===== config.mk =====
export PLATFORM = sky130hd
export DESIGN_NAME = mem_access_unit
export DESIGN_NICKNAME = d
export VERILOG_FILES = /design/src/rtl/mem_access_unit_pkg.sv /design/src/rtl/mem_access_unit_load_formatter.sv /design/src/rtl/mem_access_unit.sv
export SDC_FILE = /design/constraint.sdc
export NUM_CORES = 1
export LEC_CHECK = 0
export BUFFER_PORTS_ARGS = -buffer_cell sky130_fd_sc_hd__buf_4
export CORE_ASPECT_RATIO = 1.75
export CORE_MARGIN = 3
export CORE_UTILIZATION = 51
export DETAILED_ROUTE_END_ITERATION = 12
export GPL_ROUTABILITY_DRIVEN = 0
export MAX_ROUTING_LAYER = met4
export PLACE_DENSITY_LB_ADDON = 0.25
export SLEW_MARGIN = 5
export SYNTH_ARGS = -nofsm -noshare
export SYNTH_HDL_FRONTEND = slang
export SYNTH_HIERARCHICAL = 1
export SYNTH_SLANG_ARGS = --single-unit

===== constraint.sdc =====
create_clock -name clk -period 2.4 [get_ports clk]
set_input_delay 0.24 -clock clk [delete_from_list [all_inputs] [get_ports clk]]
set_output_delay 0.24 -clock clk [all_outputs]
set_load 0.02 [all_outputs]

===== src/rtl/mem_access_unit_pkg.sv =====
// Shared encodings and helpers for the data-memory access unit.
package mem_access_unit_pkg;

  // Load funct3 codes
  localparam logic [2:0] F3_LB  = 3'b000;
  localparam logic [2:0] F3_LH  = 3'b001;
  localparam logic [2:0] F3_LW  = 3'b010;
  localparam logic [2:0] F3_LBU = 3'b100;
  localparam logic [2:0] F3_LHU = 3'b101;

  // Store funct3 codes
  localparam logic [2:0] F3_SB  = 3'b000;
  localparam logic [2:0] F3_SH  = 3'b001;
  localparam logic [2:0] F3_SW  = 3'b010;

  // FSM state encodings
  localparam logic [1:0] MAU_IDLE = 2'd0;
  localparam logic [1:0] MAU_BUSY = 2'd1;
  localparam logic [1:0] MAU_DONE = 2'd2;

  function automatic logic ld_legal(input logic [2:0] t);
    case (t)
      F3_LB, F3_LH, F3_LW, F3_LBU, F3_LHU: ld_legal = 1'b1;
      default:                             ld_legal = 1'b0;
    endcase
  endfunction

  function automatic logic st_legal(input logic [2:0] t);
    case (t)
      F3_SB, F3_SH, F3_SW: st_legal = 1'b1;
      default:             st_legal = 1'b0;
    endcase
  endfunction

  // funct3[1:0] is the access size for both loads and stores: 00 B, 01 H, 10 W
  function automatic logic size_aligned(input logic [1:0] sz, input logic [1:0] lane);
    case (sz)
      2'b00:   size_aligned = 1'b1;
      2'b01:   size_aligned = ~lane[0];
      2'b10:   size_aligned = (lane == 2'b00);
      default: size_aligned = 1'b0;
    endcase
  endfunction

  function automatic logic [3:0] st_strb(input logic [1:0] sz, input logic [1:0] lane);
    case (sz)
      2'b00:   st_strb = 4'b0001 << lane;
      2'b01:   st_strb = lane[1] ? 4'b1100 : 4'b0011;
      default: st_strb = 4'b1111;
    endcase
  endfunction

  // Replicate store data across lanes so the strobes alone pick the bytes
  function automatic logic [31:0] st_wdata(input logic [1:0] sz, input logic [31:0] d);
    case (sz)
      2'b00:   st_wdata = {4{d[7:0]}};
      2'b01:   st_wdata = {2{d[15:0]}};
      default: st_wdata = d;
    endcase
  endfunction

endpackage


===== src/rtl/mem_access_unit_load_formatter.sv =====
// Extracts and extends the addressed byte/half from a returned bus word.
module mem_access_unit_load_formatter
  import mem_access_unit_pkg::*;
(
  input  logic [31:0] rdata_i,
  input  logic [2:0]  load_type_i,
  input  logic [1:0]  lane_i,
  output logic [31:0] result_o
);

  logic [7:0]  byte_sel;
  logic [15:0] half_sel;

  // Pick the lane byte and the half selected by lane[1]
  always_comb begin
    case (lane_i)
      2'd0:    byte_sel = rdata_i[7:0];
      2'd1:    byte_sel = rdata_i[15:8];
      2'd2:    byte_sel = rdata_i[23:16];
      default: byte_sel = rdata_i[31:24];
    endcase
    half_sel = lane_i[1] ? rdata_i[31:16] : rdata_i[15:0];
  end

  // Sign/zero extend according to the load type
  always_comb begin
    case (load_type_i)
      F3_LB:   result_o = {{24{byte_sel[7]}}, byte_sel};
      F3_LBU:  result_o = {24'h0, byte_sel};
      F3_LH:   result_o = {{16{half_sel[15]}}, half_sel};
      F3_LHU:  result_o = {16'h0, half_sel};
      default: result_o = rdata_i;
    endcase
  end

endmodule


===== src/rtl/mem_access_unit.sv =====
// Load/store unit: turns one mem_read/mem_write into a word-aligned req/ack
// bus transaction, stalls the pipeline meanwhile, formats load data and
// reports misaligned/illegal accesses and ack timeouts.
module mem_access_unit
  import mem_access_unit_pkg::*;
#(
  parameter int TIMEOUT_CYCLES = 255,
  parameter int ADDR_W         = 32
) (
  input  logic              clk,
  input  logic              rst_n,
  input  logic              mem_read,
  input  logic              mem_write,
  input  logic [2:0]        load_type,
  input  logic [2:0]        store_type,
  input  logic [ADDR_W-1:0] addr,
  input  logic [31:0]       store_data,
  output logic [31:0]       load_data,
  output logic              load_valid,
  output logic              stall,
  output logic              misaligned,
  output logic              bus_error,
  output logic              bus_req,
  output logic              bus_we,
  output logic [ADDR_W-1:0] bus_addr,
  output logic [3:0]        bus_wstrb,
  output logic [31:0]       bus_wdata,
  input  logic [31:0]       bus_rdata,
  input  logic              bus_ack
);

  localparam int CNT_W = $clog2(TIMEOUT_CYCLES + 1);
  localparam logic [CNT_W-1:0] CNT_LAST = CNT_W'(TIMEOUT_CYCLES - 1);

  logic [1:0]        state_q, state_d;
  logic [CNT_W-1:0]  cnt_q, cnt_d;
  logic              req_q, req_d;
  logic              we_q, we_d;
  logic [ADDR_W-1:0] addr_q, addr_d;
  logic [3:0]        wstrb_q, wstrb_d;
  logic [31:0]       wdata_q, wdata_d;
  logic [2:0]        ltype_q, ltype_d;
  logic [1:0]        lane_q, lane_d;
  logic [31:0]       ld_q, ld_d;
  logic              lv_q, lv_d;
  logic              mis_q, mis_d;
  logic              err_q, err_d;

  logic        request, legal, accept;
  logic [1:0]  sz;
  logic [31:0] fmt_data;

  // Exactly one of read/write is a request; both at once is illegal
  assign request = mem_read ^ mem_write;
  assign sz      = mem_read ? load_type[1:0] : store_type[1:0];
  assign legal   = mem_read ? ld_legal(load_type) : st_legal(store_type);
  assign accept  = request & legal & size_aligned(sz, addr[1:0]);

  assign stall = ((state_q == MAU_IDLE) & accept) | (state_q == MAU_BUSY);

  mem_access_unit_load_formatter u_fmt (
    .rdata_i     (bus_rdata),
    .load_type_i (ltype_q),
    .lane_i      (lane_q),
    .result_o    (fmt_data)
  );

  // Next-state: IDLE launches or rejects, BUSY waits for ack/timeout, DONE
  // spends one cycle so the still-present instruction cannot re-trigger
  always_comb begin
    state_d = state_q;
    cnt_d   = cnt_q;
    req_d   = req_q;
    we_d    = we_q;
    addr_d  = addr_q;
    wstrb_d = wstrb_q;
    wdata_d = wdata_q;
    ltype_d = ltype_q;
    lane_d  = lane_q;
    ld_d    = ld_q;
    lv_d    = 1'b0;
    mis_d   = 1'b0;
    err_d   = 1'b0;
    case (state_q)
      MAU_IDLE: begin
        if (accept) begin
          state_d = MAU_BUSY;
          cnt_d   = '0;
          req_d   = 1'b1;
          we_d    = mem_write;
          addr_d  = {addr[ADDR_W-1:2], 2'b00};
          wstrb_d = mem_write ? st_strb(sz, addr[1:0]) : 4'b0000;
          wdata_d = mem_write ? st_wdata(sz, store_data) : 32'h0;
          ltype_d = load_type;
          lane_d  = addr[1:0];
        end else if (mem_read | mem_write) begin
          mis_d = 1'b1;
        end
      end
      MAU_BUSY: begin
        cnt_d = cnt_q + 1'b1;
        // Ack wins over an expiring count
        if (bus_ack) begin
          req_d   = 1'b0;
          state_d = MAU_DONE;
          if (!we_q) begin
            ld_d = fmt_data;
            lv_d = 1'b1;
          end
        end else if (cnt_q == CNT_LAST) begin
          req_d   = 1'b0;
          err_d   = 1'b1;
          ld_d    = 32'h0;
          state_d = MAU_DONE;
        end
      end
      MAU_DONE: state_d = MAU_IDLE;
      default:  state_d = MAU_IDLE;
    endcase
  end

  // State and output registers; reset abandons any access in flight
  always_ff @(posedge clk or negedge rst_n) begin
    if (!rst_n) begin
      state_q <= MAU_IDLE;
      cnt_q   <= '0;
      req_q   <= 1'b0;
      we_q    <= 1'b0;
      addr_q  <= '0;
      wstrb_q <= 4'b0000;
      wdata_q <= 32'h0;
      ltype_q <= 3'b000;
      lane_q  <= 2'b00;
      ld_q    <= 32'h0;
      lv_q    <= 1'b0;
      mis_q   <= 1'b0;
      err_q   <= 1'b0;
    end else begin
      state_q <= state_d;
      cnt_q   <= cnt_d;
      req_q   <= req_d;
      we_q    <= we_d;
      addr_q  <= addr_d;
      wstrb_q <= wstrb_d;
      wdata_q <= wdata_d;
      ltype_q <= ltype_d;
      lane_q  <= lane_d;
      ld_q    <= ld_d;
      lv_q    <= lv_d;
      mis_q   <= mis_d;
      err_q   <= err_d;
    end
  end

  assign bus_req    = req_q;
  assign bus_we     = we_q;
  assign bus_addr   = addr_q;
  assign bus_wstrb  = wstrb_q;
  assign bus_wdata  = wdata_q;
  assign load_data  = ld_q;
  assign load_valid = lv_q;
  assign misaligned = mis_q;
  assign bus_error  = err_q;

endmodule


==> flow_summary.yaml, run 1 <==
sta:
  tightest_slew_ps: 837
  slew_viol_final: 0
  setup_tns_ps: 0
  final-setup-viol-count: 0
  period_share_pct: 90.5
  clock.fmax_mhz: 460
  skew_ps: 6.98
  rsz0062_at_grt: "no"
  hold_viol: 0
  relSlewSlack_pct: 44.2
  min_period_ps: 2170
critical_path:
  r2r_slack_ps: 230
  crit_arrival_ps: 2460
  r2r_cells: 5
  critPathKind: "flip-flop to flip-flop"
  crit_slowest_cell: "dfrtp_1"
  endpoint_kind: "flip-flop"
  r2r_start: "lane_q[1]"
  worstPathRequired_ps: 2690
  cpPeakStageDelay_ps: 880
  cp_max_fo: 23
  crit_family: "flip-flops"
  crit_chain: "nor2_1 > a22oi_4 > buf_4 > o221ai_2 > a22o_1"
  start_kind: "flip-flop"
  timing.rr.end: "load_data[8]"
  critPathBufInv: 1
min_path:
  holdPathEnd: "bus_error"
  worst_hold_path_type: "input pin to flip-flop"
  hold_path_depth: 2
  min-delay-start: "bus_ack"
yosys:
  ys_seq_area_share_pct: 48.6
  avgSynthCellArea_sq_um: 11.1
  post_synth_instance_area_sq_mm: 0.00608
  synth_cell_type_count: 54
  synth_edf_count: 0
  synth_most_common_cell: "dfrtp_1"
  yosys-top-cells-count: "dfrtp_1, mux2_2, nand2_1"
  synth-seq-cells: 118
  netlist.area_leader.share_pct: 48.6
  synth_area_leader_cell: "dfrtp_1"
  yosys_warnings: 6
  synth.area.top_cells: "dfrtp_1, mux2_2, a22o_1"
  synthFlopType: "dfrtp_1"
  synthCells: 547
  ys_async_sr_fraction_pct: 100
power:
  p_leak_nw: 4.10
  p_int_mw: 6.62
  peakVddDrop_v: 0.000672
  powerDensity_mw_per_mm2: 1260
  clkPwrFrac_pct: 24.5
  swShare_pct: 37.3
  seqPwrFrac_pct: 32.2
  switchingPower_mw: 3.95
  combPwrFrac_pct: 43.3
placed_design:
  hpwl_um: 13400
  io_buffers: 210
  placed_area_sq_mm: 0.00775
clocking:
  clkSinkCount: 118
  cts_tree: "done"
  clk_pin_slew_ps: 50
  cts-root-buf: "clkbuf_16"
  clk_latency_ps: 410
  cts_buffers: 17
  cts_resized: 0
  htreeDepth: 4
  clock_path_buffers: 2
layout:
  nets: 864
  register_area_sq_mm: 0.00295
  final_area_sq_mm: 0.00837
  drive_gt1_share_pct: 42.4
  multi_input_area_sq_mm: 0.00278
  diodes: 0
  nFillCells: 837
  area_growth_syn_to_layout_pct: 37.6
route:
  drtIter0Drc: 379
  vias: 5396
  wl_per_cell_um: 20.1
  first_pass_iters: 7
  drt-vias-per-instance: 6.00
  routed_wl_um: 18100
  drc: 0
  final_antenna_net_count: 0
die:
  core.rowCount: 52
  dieArea_sq_mm: 0.0133
  die_h_um: 150
  coreArea_sq_mm: 0.0116
  chipWidth_um: 88.5
  ios: 213
  start_util_pct: 52.5
grt:
  grt_pass1_vias: 5493
  grt_max_degree: 57
  grt_pass1_wl_um: 27700
  track_usage_pct: 28.1
  grt_overflow: 0
  antenna_found_initial: 0
run_status:
  status: "completed"
job:
  maxCapViolations: 0
==> worst max-delay path by stage <==
stage	slack, ps	startpoint	endpoint	depth (start not counted)
finish	230	lane_q[1]	load_data[8]	5
global route	110	state_q[1]	stall	5
detailed placement	280	lane_q[1]	load_data[8]	5
global placement	380	mem_read	bus_addr[18]	7
floorplan	190	mem_write	bus_wdata[10]	7
CTS	200	state_q[0]	stall	5
==> power by group through the flow <==
stage | sequential (mW) | combinational (mW) | clock (mW)
2_1_floorplan | 4.15 | 1.90 | 0
3_3_place_gp | 3.37 | 4.45 | 0
3_5_place_dp | 3.42 | 4.57 | 0
4_1_cts | 3.40 | 4.59 | 2.64
5_1_grt | 3.50 | 4.86 | 2.73
6_report | 3.40 | 4.57 | 2.59
==> per-stage QoR <==
stage	power [mW]	utilization, %	setup slack (ps)	hold slack, ps	instances
3_5_place_dp	7.99	67.0	284	296	869
6_report	10.6	72.3	228	25.9	899
5_1_grt	11.1	72.3	113	23.6	899
3_3_place_gp	7.82	67.0	378	287	869
4_1_cts	10.6	72.3	200	11.6	899
2_1_floorplan	6.05	-	193	-55.6	548
==> final cells by class <==
| class | count | share of cell area (%) |
|---|---|---|
| Sequential cell | 118 | 35.3 |
| Multi-Input combinational cell | 357 | 33.2 |
| Timing Repair Buffer | 229 | 20.9 |
| Clock buffer | 21 | 5.74 |
| Tap cell | 135 | 2.02 |
| Clock inverter | 8 | 1.48 |
| Inverter | 31 | 1.39 |
==> layout by cell type, fill, tap and decap left out, drive strengths merged, types with 3 or more instances in the layout <==
cell type	instances
dfrtp	118
clkbuf	21
o21ai	11
a21oi	25
clkinv	5
nand2	53
ha	3
mux2	59
a22o	32
o22ai	19
mux4	7
o221ai	15
nor2	31
a311o	3
nand3	3
inv	29
nand2b	4
nor2b	12
nor3	5
mux2i	27
buf	228
o21a	8
o211ai	3
bufinv	3
and3	4
a311oi	7
==> flip-flops by register name, indices dropped and copies added, names as in the netlist, 2 cells and up <==
register and count:
state_q 2, bus_wstrb 4, ltype_q 3, load_data 32, cnt_q 8, bus_wdata 32
bus_addr 30, lane_q 2
==> worst register-to-register path: stages (launching register included) <==
cell and delay (ps):
dfrtp_1 880, nor2_1 190, a22oi_4 310, buf_4 290, o221ai_2 150, a22o_1 240
==> timing repair <==
item                                   4_1_cts  5_1_grt
hold buffers                                 1        0
buffers inserted                             0        0
endpoints found under the hold margin       44        0
==> logic make-up after synthesis <==
group           after synthesis  share of synthesized area, %
compound gates              139                          17.4
mux                          93                          18.5
buf+inv                      73                          6.03
xor+xnor                      1                         0.144
flops                       118                          48.6
simple gates                119                          8.68
fa+ha+maj                     3                         0.617
other cells                   1                        0.0617
==> layer usage <==
| metal | part of all wire [%] | vias up | track usage, % | routed length [um] |
|---|---|---|---|---|
| li1 | - | 2412 | - | - |
| met1 | 34 | 2613 | 30.7 | 6230 |
| met5 | 0 | - | - | 0 |
| met4 | 4.3 | 0 | 13.5 | 772 |
| met3 | 7.8 | 71 | 6.41 | 1410 |
| met2 | 54 | 300 | 47.5 | 9690 |
Power figures use the tool's default switching activity.
==> run 2, diff against run 1 <==
--- a/config.mk
+++ b/config.mk
@@ -6,7 +6,7 @@
 export NUM_CORES = 1
 export LEC_CHECK = 0
 export BUFFER_PORTS_ARGS = -buffer_cell sky130_fd_sc_hd__buf_4
-export CORE_ASPECT_RATIO = 1.75
+export CORE_ASPECT_RATIO = 1.1
 export CORE_MARGIN = 3
 export CORE_UTILIZATION = 51
 export DETAILED_ROUTE_END_ITERATION = 12
==> constraint.sdc (replaced) <==
create_clock -name clk -period 2.1 [get_ports clk]
set_input_delay 0.21 -clock clk [delete_from_list [all_inputs] [get_ports clk]]
set_output_delay 0.21 -clock clk [all_outputs]
set_load 0.02 [all_outputs]
==> run 2 against run 1 <==
Compared with the run above:
- via count up 0.41%
- clock power up 15%
- sequential share of layout area down 0.36 points
- count of clock-buffer cells in the layout up 3
- critical path depth unchanged
- global-route usage down 0.60 points
- sequential power up 13%
- critical endpoint is now stall
- largest cell class unchanged
- largest power group unchanged
==> flow_summary.yaml, run 2 (synthesized netlist as in run 1, its figures left out) <==
run_status:
  status: "completed"
placed_design:
  io_buffers: 210
  pre_cts_slack_ps: 11.3
  placed_area_sq_mm: 0.00780
  place_inst: 886
  hpwl_um: 12800
layout:
  drive_gt1_share_pct: 42.9
  final_area_sq_mm: 0.00845
  final_common_cell: "buf_4"
  diodes: 0
  nets: 868
  nFillCells: 833
  most-common-layout-cells: "buf_4, dfrtp_1, nand2_1, mux2_2, a22o_1"
  layoutNonFillerInstCount: 921
  area_growth_syn_to_layout_pct: 39.0
route:
  vias: 5418
  routed_wl_um: 17900
  drt-vias-per-instance: 5.88
  drc: 0
  final_antenna_net_count: 0
  drtIter0Drc: 410
  first_pass_iters: 6
  wl_per_cell_um: 19.4
grt:
  grt_pass1_wl_um: 27200
  grt_pass1_vias: 5418
  track_usage_pct: 27.5
  grt_max_degree: 47
  grt_overflow: 0
  antenna_found_initial: 0
clocking:
  cts-root-buf: "clkbuf_16"
  cts_tree: "done"
  clkSinkCount: 118
  clk_latency_ps: 400
  cts_buffers: 17
  clock_path_buffers: 2
  clk_pin_slew_ps: 50
  htreeDepth: 4
die:
  dieArea_sq_mm: 0.0133
  core.rowCount: 41
  coreArea_sq_mm: 0.0115
  start_util_pct: 52.7
  chipWidth_um: 110
  die_h_um: 121
  ios: 213
sta:
  final-setup-viol-count: 0
  relSlewSlack_pct: 35.7
  min_period_ps: 2000
  setup_tns_ps: 0
  clock.fmax_mhz: 500
  postLayoutSetupSlackWorst_ps: 98.9
  slew_viol_final: 0
  hold_viol: 0
  period_share_pct: 95.3
  rsz0062_at_grt: "no"
  tightest_slew_ps: 965
  skew_ps: 5.33
critical_path:
  cp_max_fo: 7
  crit_arrival_ps: 1790
  worstPathRequired_ps: 1890
  r2r_cells: 6
  critPathLaunch: "state_q[1]"
  endpoint_kind: "output port"
  critPathKind: "flip-flop to output port"
  r2r_start: "state_q[1]"
  start_kind: "flip-flop"
  r2r_slack_ps: 160
  timing.rr.end: "bus_wdata[30]"
  endpoint: "stall"
power:
  powerDensity_mw_per_mm2: 1430
  totalPowerFinal_mw: 12.1
  p_leak_nw: 4.13
  peakVddDrop_v: 0.000897
job:
  maxCapViolations: 0
min_path:
  worst_hold_path_type: "input pin to flip-flop"
[run 2: per-layer routing]
layer / vias to the layer above / share of wire, % / GRT usage (%)
met2: 307 / 51 / 45.4
met5: - / 0 / -
met4: 0 / 1.8 / 8.08
li1: 2417 / - / -
met3: 34 / 9.4 / 8.22
met1: 2660 / 37 / 32.4
[run 2: stage by stage]
step           hold slack [ps]  utilization [%]
3_5_place_dp               247             67.6
5_1_grt                   12.0             73.2
3_3_place_gp               237             67.6
6_report                  13.0             73.2
4_1_cts                  0.773             73.1
2_1_floorplan            -85.6                -
[run 2: worst min-delay path by stage]
| stage | slack [ps] | to | cells after the start | from |
|---|---|---|---|---|
| floorplan | -90 | bus_addr[10] | 0 | rst_n |
| global placement | 240 | bus_error | 1 | rst_n |
| detailed placement | 250 | cnt_q[4] | 1 | rst_n |
| CTS | 0.8 | bus_error | 2 | bus_ack |
| global route | 10 | bus_error | 2 | bus_ack |
| finish | 10 | bus_error | 2 | bus_ack |
[run 2: layout make-up]
cell class	instances	area (sq um)	share of cell area [%]
Sequential cell	118	2950	34.9
Multi-Input combinational cell	357	2800	33.1
Timing Repair Buffer	233	1790	21.2
Clock buffer	24	492	5.82
Tap cell	150	188	2.22
Clock inverter	8	120	1.42
Inverter	31	118	1.39
[run 2: power by group]
part | leakage (nW) | internal (mW) | switching, mW
Sequential | 1.48 | 3.19 | 0.632
Combinational | 2.35 | 2.44 | 2.85
Clock | 0.296 | 1.99 | 1.01
Total | 4.13 | 7.62 | 4.49
[run 2: what timing repair did]
| action | CTS | global route |
|---|---|---|
| pin swaps | 0 | 2 |
| gates resized for setup | 2 | 1 |
| setup endpoints to repair | 1 | 1 |
| hold endpoints to repair | 37 | 0 |
| buffers inserted | 0 | 2 |
| hold buffers | 1 | 0 |
[run 2: worst max-delay path, stage by stage, from the launching register on]
cell	delay [ps]
dfrtp_1	400
nor2_1	160
o2111ai_2	180
a211o_4	400
nand2_1	90
buf_4	150
